==> src/rtl/debounce_pkg.sv <==
// Shared types and parameter limits for the multi-channel debouncer.
// Imported by debounce_channel and debounce_multi.
package debounce_pkg;

   typedef enum logic {
      ST_IDLE  = 1'b0,
      ST_COUNT = 1'b1
   } db_state_e;

   localparam int N_CH_MAX  = 32;
   localparam int CNT_W_MIN = 2;
   localparam int CNT_W_MAX = 24;
   localparam int SYNC_MIN  = 2;
   localparam int SYNC_MAX  = 4;

endpackage

==> src/rtl/debounce_if.sv <==
// Bundle of the per-channel switch inputs and debounced outputs.
// Ports: sig_in, ch_en (to block); db_out, rise_pulse, fall_pulse, busy (from block).
interface debounce_if #(
   parameter int N_CH = 4
);

   logic [N_CH-1:0] sig_in;
   logic [N_CH-1:0] ch_en;
   logic [N_CH-1:0] db_out;
   logic [N_CH-1:0] rise_pulse;
   logic [N_CH-1:0] fall_pulse;
   logic [N_CH-1:0] busy;

   modport master (
      output sig_in,
      output ch_en,
      input  db_out,
      input  rise_pulse,
      input  fall_pulse,
      input  busy
   );

   modport slave (
      input  sig_in,
      input  ch_en,
      output db_out,
      output rise_pulse,
      output fall_pulse,
      output busy
   );

endinterface

==> src/rtl/debounce_channel.sv <==
// One debounce channel: synchroniser, IDLE/COUNT FSM, stability counter, edge pulses.
// Ports: clk, reset (async high), i_sig, i_en -> o_db, o_rise, o_fall, o_busy.
// Macro DEBOUNCE_EDGE_EN enables the pulse registers; otherwise pulses are tied 0.
module debounce_channel
   import debounce_pkg::*;
#(
   parameter int CNT_W       = 6,
   parameter int SYNC_STAGES = 2
) (
   input  logic clk,
   input  logic reset,
   input  logic i_sig,
   input  logic i_en,
   output logic o_db,
   output logic o_rise,
   output logic o_fall,
   output logic o_busy
);

   localparam logic [CNT_W-1:0] CNT_MAX = '1;
   localparam logic [CNT_W-1:0] CNT_ONE = CNT_W'(1);

   logic [SYNC_STAGES-1:0] r_sync;
   db_state_e              r_state;
   db_state_e              w_state_nxt;
   logic [CNT_W-1:0]       r_cnt;
   logic [CNT_W-1:0]       w_cnt_nxt;
   logic                   r_db;
   logic                   w_db_nxt;
   logic                   w_sync_q;
   logic                   w_commit;

   assign w_sync_q = r_sync[SYNC_STAGES-1];

   always_ff @(posedge clk or posedge reset) begin
      if (reset) begin
         r_sync  <= '0;
         r_state <= ST_IDLE;
         r_cnt   <= '0;
         r_db    <= 1'b0;
      end else begin
         r_sync  <= {r_sync[SYNC_STAGES-2:0], i_sig};
         r_state <= w_state_nxt;
         r_cnt   <= w_cnt_nxt;
         r_db    <= w_db_nxt;
      end
   end

   // Counter is zero whenever the FSM lands in IDLE.
   always_comb begin
      w_state_nxt = r_state;
      w_cnt_nxt   = '0;
      w_db_nxt    = r_db;
      w_commit    = 1'b0;
      unique case (r_state)
         ST_IDLE: begin
            if (i_en && (w_sync_q != r_db)) begin
               w_state_nxt = ST_COUNT;
               w_cnt_nxt   = CNT_ONE;
            end
         end
         ST_COUNT: begin
            if (!i_en) begin
               w_state_nxt = ST_IDLE;
            end else if (w_sync_q == r_db) begin
               w_state_nxt = ST_IDLE;
            end else if (r_cnt == CNT_MAX) begin
               w_state_nxt = ST_IDLE;
               w_db_nxt    = w_sync_q;
               w_commit    = 1'b1;
            end else begin
               w_cnt_nxt = r_cnt + CNT_ONE;
            end
         end
         default: w_state_nxt = ST_IDLE;
      endcase
   end

   assign o_db   = r_db;
   assign o_busy = (r_state == ST_COUNT);

`ifdef DEBOUNCE_EDGE_EN
   logic r_rise;
   logic r_fall;

   // The committed level is the new level, so it selects the pulse.
   always_ff @(posedge clk or posedge reset) begin
      if (reset) begin
         r_rise <= 1'b0;
         r_fall <= 1'b0;
      end else begin
         r_rise <= w_commit & w_sync_q;
         r_fall <= w_commit & ~w_sync_q;
      end
   end

   assign o_rise = r_rise;
   assign o_fall = r_fall;
`else
   logic w_unused_commit;
   assign w_unused_commit = w_commit;
   assign o_rise = 1'b0;
   assign o_fall = 1'b0;
`endif

endmodule

==> src/rtl/debounce_multi.sv <==
// N_CH independent switch debouncers; replaces the single-channel debounce chain.
// Ports: clk, reset (async high), bus (debounce_if.slave). Macro: DEBOUNCE_EDGE_EN.
module debounce_multi
   import debounce_pkg::*;
#(
   parameter int N_CH        = 4,
   parameter int CNT_W       = 6,
   parameter int SYNC_STAGES = 2
) (
   input  logic      clk,
   input  logic      reset,
   debounce_if.slave bus
);

   if (N_CH < 1 || N_CH > N_CH_MAX) begin : g_bad_nch
      $error("debounce_multi: N_CH out of range");
   end
   if (CNT_W < CNT_W_MIN || CNT_W > CNT_W_MAX) begin : g_bad_cntw
      $error("debounce_multi: CNT_W out of range");
   end
   if (SYNC_STAGES < SYNC_MIN || SYNC_STAGES > SYNC_MAX) begin : g_bad_sync
      $error("debounce_multi: SYNC_STAGES out of range");
   end

   logic [N_CH-1:0] w_db;
   logic [N_CH-1:0] w_rise;
   logic [N_CH-1:0] w_fall;
   logic [N_CH-1:0] w_busy;

   for (genvar g = 0; g < N_CH; g++) begin : g_ch
      debounce_channel #(
         .CNT_W       (CNT_W),
         .SYNC_STAGES (SYNC_STAGES)
      ) u_ch (
         .clk    (clk),
         .reset  (reset),
         .i_sig  (bus.sig_in[g]),
         .i_en   (bus.ch_en[g]),
         .o_db   (w_db[g]),
         .o_rise (w_rise[g]),
         .o_fall (w_fall[g]),
         .o_busy (w_busy[g])
      );
   end

   assign bus.db_out     = w_db;
   assign bus.rise_pulse = w_rise;
   assign bus.fall_pulse = w_fall;
   assign bus.busy       = w_busy;

endmodule

==> src/flat_wrapper.sv <==
// flat-port wrapper written by rule: the top's interface ports become plain ports
module debounce_multi_flat import debounce_pkg::*;
#(
   parameter int N_CH        = 4,
   parameter int CNT_W       = 6,
   parameter int SYNC_STAGES = 2
)
  (clk, reset, bus_sig_in, bus_ch_en, bus_db_out, bus_rise_pulse, bus_fall_pulse, bus_busy);
  debounce_if #(.N_CH(N_CH)) bus_i ();
  input  logic clk;
  input  logic reset;
  input wire logic [$bits(bus_i.sig_in)-1:0] bus_sig_in;
  input wire logic [$bits(bus_i.ch_en)-1:0] bus_ch_en;
  output wire logic [$bits(bus_i.db_out)-1:0] bus_db_out;
  output wire logic [$bits(bus_i.rise_pulse)-1:0] bus_rise_pulse;
  output wire logic [$bits(bus_i.fall_pulse)-1:0] bus_fall_pulse;
  output wire logic [$bits(bus_i.busy)-1:0] bus_busy;
  assign bus_i.sig_in = bus_sig_in;
  assign bus_i.ch_en = bus_ch_en;
  assign bus_db_out = bus_i.db_out;
  assign bus_rise_pulse = bus_i.rise_pulse;
  assign bus_fall_pulse = bus_i.fall_pulse;
  assign bus_busy = bus_i.busy;
  debounce_multi #(.N_CH(N_CH), .CNT_W(CNT_W), .SYNC_STAGES(SYNC_STAGES)) u_core (.clk(clk), .reset(reset), .bus(bus_i));
endmodule
==> config.mk <==
export PLATFORM = sky130hd
export DESIGN_NAME = debounce_multi_flat
export DESIGN_NICKNAME = d
export VERILOG_FILES = /design/src/rtl/debounce_pkg.sv /design/src/rtl/debounce_if.sv /design/src/rtl/debounce_channel.sv /design/src/rtl/debounce_multi.sv /design/src/flat_wrapper.sv
export SDC_FILE = /design/constraint.sdc
export NUM_CORES = 1
export LEC_CHECK = 0
export ABC_AREA = 1
export CAP_MARGIN = 40
export CORE_UTILIZATION = 45
export CTS_BUF_LIST = sky130_fd_sc_hd__clkbuf_4
export DETAILED_ROUTE_END_ITERATION = 8
export PLACE_DENSITY = 0.65
export SLEW_MARGIN = 20
export SYNTH_ARGS = -nofsm -noshare
export SYNTH_HDL_FRONTEND = slang
export SYNTH_SLANG_ARGS = --single-unit
==> constraint.sdc <==
create_clock -name clk -period 1.41 [get_ports clk]
set_input_delay 0.282 -clock clk [delete_from_list [all_inputs] [get_ports clk]]
set_output_delay 0.282 -clock clk [all_outputs]
set_load 0.01 [all_outputs]
# ---- Word level (Yosys, flattened, before mapping)
# Cells that the tools add are included.
dict set report classes {
  n_eq_ne 12
  n_addsub 4
  n_bitwise 8
  muxes 40
  n_reduce_logical 8
  n_lt_le_gt_ge 0
  n_mul 0
  div_mod_pow 0
  shift 0
}
# cell count
set ops {}
lappend ops {{2-to-1 mux 6 bit} 12}
lappend ops {{case mux 6 bit (2 select lines)} 4}
lappend ops {{adder 6 x 1 -> 6 bit (second input constant)} 4}
lappend ops {{== test 6 bit (second input constant)} 4}
lappend ops {{2-to-1 mux 1 bit} 20}
lappend ops {{AND reduction 4 bit} 4}
lappend ops {{NOT 1 bit} 8}
lappend ops {{case mux 1 bit (2 select lines)} 4}
lappend ops {{== test 1 bit} 4}
lappend ops {{logical AND 1 bit} 4}
lappend ops {{!= test 1 bit} 4}
dict set report totals {
  memories 0
  elab_cells 88
  inputBits 10
  regBits 40
  ram_bits 0
  latch_bits 0
  output_inout_bits 16
  rom_bits 0
}

# ---- Logic depth before layout (Yosys ltp)
# Gate-level depths: netlist of the first run.
dict set report logic_depth {
  word_depth 5
  depth_mapped 7
  depth_no_buf 7
}

# ---- Hierarchy
# A second synthesis of the first run with hierarchy kept.
dict set report unflattened {
  cells_unflattened 220
  area_unflattened_um2 1956.9
}
# module area_per_inst_um2 cells_each instances
set modules_own_cells {}
lappend modules_own_cells {debounce_channel 489.2 55 4}

# ---- Worst setup path after synthesis of the first run
# OpenSTA, ideal clock, no wires.
dict set report synth_path {
  path_kind {register -> register}
  start {register u_core.g_ch[3].u_ch.r_cnt[0]}
  end {register u_core.g_ch[3].u_ch.r_cnt[5]}
  stages_incl_launch_ff 7
  period_less_slack_ns 1.127
  t_required_ns 1.338
  path_buffers 0
  t_arrival_ns 1.055
  slack_ns 0.283
  setup_ns 0.072
  path_cell_list {dfrtp_1 -> ha_1 -> nand3_2 -> clkinv_1 -> nand2_2 -> nand3_2 -> nor2_1}
}
dict set report synth_via {
  elab_chain_len 5
  elab_cells_between_ends 6
  cone_classes {add/sub (1); eq/ne (1); mux (4)}
}
# item line_no
set synth_rtl {}
lappend synth_rtl {{start, declared} debounce_channel.sv:26} ;# logic [CNT_W-1:0] r_cnt;
lappend synth_rtl {{start signal, assigned} debounce_channel.sv:44} ;# r_cnt <= w_cnt_nxt;
lappend synth_rtl {{adder 6 x 1 -> 6 bit or == test 6 bit (tied branches)} {debounce_channel.sv:72, debounce_channel.sv:67}}
lappend synth_rtl {{2-to-1 mux 6 bit *} debounce_channel.sv:67} ;# end else if (r_cnt == CNT_MAX) begin
lappend synth_rtl {{2-to-1 mux 6 bit *} debounce_channel.sv:65} ;# end else if (w_sync_q == r_db) begin
lappend synth_rtl {{2-to-1 mux 6 bit *} debounce_channel.sv:63} ;# if (!i_en) begin
lappend synth_rtl {{case mux 6 bit (2 select lines) *} debounce_channel.sv:55} ;# unique case (r_state)
lappend synth_rtl {{named net u_core.g_ch[3].u_ch.w_cnt_nxt[5]} debounce_channel.sv:27} ;# logic [CNT_W-1:0] w_cnt_nxt;
# Mark *: on every way through the listed nets, which the timed path passes. The rest lies on a longest branch.
# A chain may end at the register's enable or synchronous reset.

# ---- Worst setup path in the final report of the first run
dict set report layout_path {
  start {register u_core.g_ch[2].u_ch.r_state}
  end {output port bus_busy[2]}
}
# item line_no
set layout_lines {}
lappend layout_lines {{start, declared} debounce_channel.sv:24} ;# db_state_e r_state;
lappend layout_lines {{start signal, assigned} debounce_channel.sv:43} ;# r_state <= w_state_nxt;
lappend layout_lines {{end, declared} flat_wrapper.sv:17} ;# output wire logic [$bits(bus_i.busy)-1:0] bus_busy;
# No word-level cell between the ends.

==> results.json, run 1 <==
{
  "io_pins": 26,
  "synth-warning-count": 0,
  "met1_usage": 0.175,
  "cp_num_buf_inv": 1,
  "use_met2": 0.224,
  "rows": 24,
  "firstDrtPassIters": 4,
  "drcViolationCount": 0,
  "netlist_instances": 225,
  "finalHoldViolations": 0,
  "grt_max_degree": 41,
  "synth_area_um2": 2020,
  "clockBufferDepth": 2,
  "yosysTopAreaCellShare": 0.494,
  "critical_path.endpoint_type": "output port",
  "dpl-instance-area_um2": 2210,
  "numCtsBuffers": 5,
  "setup_viol": 0,
  "die_area_um2": 4770,
  "fill_cells": 403,
  "port_buffers": 17,
  "root_buffer": "clkbuf_4",
  "vias": 1380,
  "busiest_layer": "met2",
  "ctsHtreeMaxLevel": 2,
  "synth_ff_type": "dfrtp_1",
  "vdd_drop_max_mv": 0.364,
  "viasPerCell": 4.55,
  "die_x_um": 69.1,
  "hp-class": "input pin to asynchronous set/reset pin",
  "fmax_ghz": 0.749,
  "antenna_found_initial": 0,
  "slowest_stage": "dfrtp_1",
  "cellPowerDensity_nw_per_um2": 844,
  "routed_wirelength_um": 2950,
  "initial_utilization": 0.468,
  "nets": 264,
  "p_leak_uw": 0.00112,
  "synthTopCellsByArea": "dfrtp_1 49%, nand2_1 6.7%, buf_4 5.9%, nor2_1 5.6%, nand3_1 4.4%",
  "syn_avg_cell_area_um2": 9.00,
  "hpwl_um": 2120,
  "yosysTopAreaCell": "dfrtp_1",
  "synth.ff_latch_count": 40,
  "die_h_um": 69.1,
  "grt_overflow": 0,
  "async_flop_share": 1.00,
  "ant_nets": 0,
  "use_met3": 0.0482,
  "final_max_slew_viol_count": 0,
  "cts_tree": "done",
  "antenna-diode-count": 0,
  "cp.required_ps": 1130,
  "multi_input_comb_area_um2": 817,
  "fin_skew_ps": 10.8,
  "grt_setup_unrepaired": "no",
  "detail_route.wl_per_cell_um": 9.74,
  "synth-edff-count": 0,
  "power_uw": 1940,
  "grt_pass1_vias": 1282,
  "final_cell_area_um2": 2300,
  "path_class": "flop to output port",
  "max-cap-violations": 0,
  "fin_crit_sh": 0.947,
  "grt_pass1_wl_um": 5300,
  "min_period_ps": 1340,
  "clkTransAtPathRegs_ps": 120,
  "seqCellArea_um2": 1000,
  "path_cells": "dlygate4sd2_1",
  "fin_setup_tns_ps": 0,
  "hold_ws_ps": 279,
  "cts.sinks": 40,
  "clock_latency_ps": 350,
  "seq_area_frac_synth": 0.494,
  "syn2layout_area_growth_pct": 13.6,
  "gp_congestion": 0.745,
  "drive_gt1_frac": 0.215,
  "synthDistinctLibCells": 21,
  "crit_arrival_ps": 1050,
  "core_um2": 4320,
  "crit_fanout": 3,
  "status": "finished, final reports clean",
  "drtIter0Drc": 50,
  "cp-start-kind": "flop",
  "cp_top_family": "flip-flops",
  "cp_slowest_stage_delay_ps": 420,
  "globalRouteTotalUtil": 0.140
}
-- worst paths after layout --
check                                               from                            end  slack (ps)  cells past startpoint
min in group clk           u_core.g_ch[3].u_ch.r_sync[0]  u_core.g_ch[3].u_ch.r_sync[1]         360                      0
min reg2reg                u_core.g_ch[3].u_ch.r_sync[0]  u_core.g_ch[3].u_ch.r_sync[1]         360                      0
max reg2reg                 u_core.g_ch[3].u_ch.r_cnt[0]   u_core.g_ch[3].u_ch.r_cnt[1]         150                      6
max                           u_core.g_ch[2].u_ch.o_busy                    bus_busy[2]          70                      1
max in group asynchronous                          reset  u_core.g_ch[0].u_ch.r_sync[0]         930                      3
min                                                reset     u_core.g_ch[3].u_ch.o_busy         280                      3
-- cell usage after synthesis (2+ instances only) --
cell and number:
nor2_2 10, nand3_1 18, buf_4 16, dfrtp_1 40, nand2_2 10, nor3_4 3, nand3_2 5, inv_1 22
nor2_1 30, o21ai_2 4, xnor2_1 4, ha_1 4, nand4_1 2, a21oi_1 3, inv_2 4, xor2_1 7
nand2_1 36, clkinv_1 4
-- metal layers --
layer	vias to the layer above	routed length, um
met5	-	0
met4	0	46
met3	5	114
met2	25	1370
met1	632	1420
li1	718	-
-- power by group --
group          switching [uW]  leakage (uW)  total [uW]  internal [uW]
clock network             358     0.0000338         588            231
registers                17.0      0.000532        1190           1170
logic                    96.4      0.000551         164           68.0
-- sequential cells by signal, summed over array words and instances (netlist names) --
| name | count |
|---|---|
| u_core.g_ch.u_ch.r_cnt | 24 |
| u_core.g_ch.u_ch.o_db | 4 |
| u_core.g_ch.u_ch.o_busy | 4 |
| u_core.g_ch.u_ch.r_sync | 8 |
-- placed cells by master (no fill, tap or decap), drive strengths merged, types with 4 or more instances in the layout --
| master | count |
|---|---|
| xor2 | 7 |
| dfrtp | 40 |
| buf | 10 |
| xnor2 | 4 |
| clkdlybuf4s50 | 9 |
| clkbuf | 7 |
| clkinv | 5 |
| conb | 8 |
| o21ai | 5 |
| nand2 | 46 |
| inv | 26 |
| ha | 4 |
| dlygate4sd2 | 8 |
| nor2 | 41 |
| nand3 | 23 |
-- timing repair --
item | 4_1_cts | 5_1_grt
setup endpoints to repair | 8 | 1
hold buffers | 0 | 0
gates cloned | 0 | 0
setup buffers | 5 | 1
gates resized for setup | 8 | 0
-- per-stage QoR --
step	cells	worst slack [ps]	util
after detailed placement	289	93.2	0.511
final	303	74.3	0.532
after floorplan	232	210	-
after global routing	303	18.5	0.532
after CTS	302	39.6	0.530
after global placement	289	117	0.511
-- layout make-up --
class                           count  share of cell area
Inverter                           30              0.0490
Tap cell                           52              0.0283
Sequential cell                    40               0.435
Timing Repair Buffer               27               0.108
Multi-Input combinational cell    146               0.355
Clock buffer                        7              0.0229
Clock inverter                      1             0.00163
-- logic make-up (layout without fill, tap and decap cells) --
family | Yosys count | in the layout | synth area share
other cells | 1 | 8 | 0.00185
fa+ha+maj | 4 | 4 | 0.0247
buf+inv | 46 | 65 | 0.115
simple gates | 115 | 115 | 0.289
compound gates | 8 | 8 | 0.0272
flops | 40 | 40 | 0.494
xor+xnor | 11 | 11 | 0.0476
(Power assumes the default switching activity.)
==> run 2: changes to the inputs <==
HOLD_SLACK_MARGIN = 0.1   (was default)
==> results of run 2 <==
The final DEF is identical to that of run 1; final timing and power are the same.
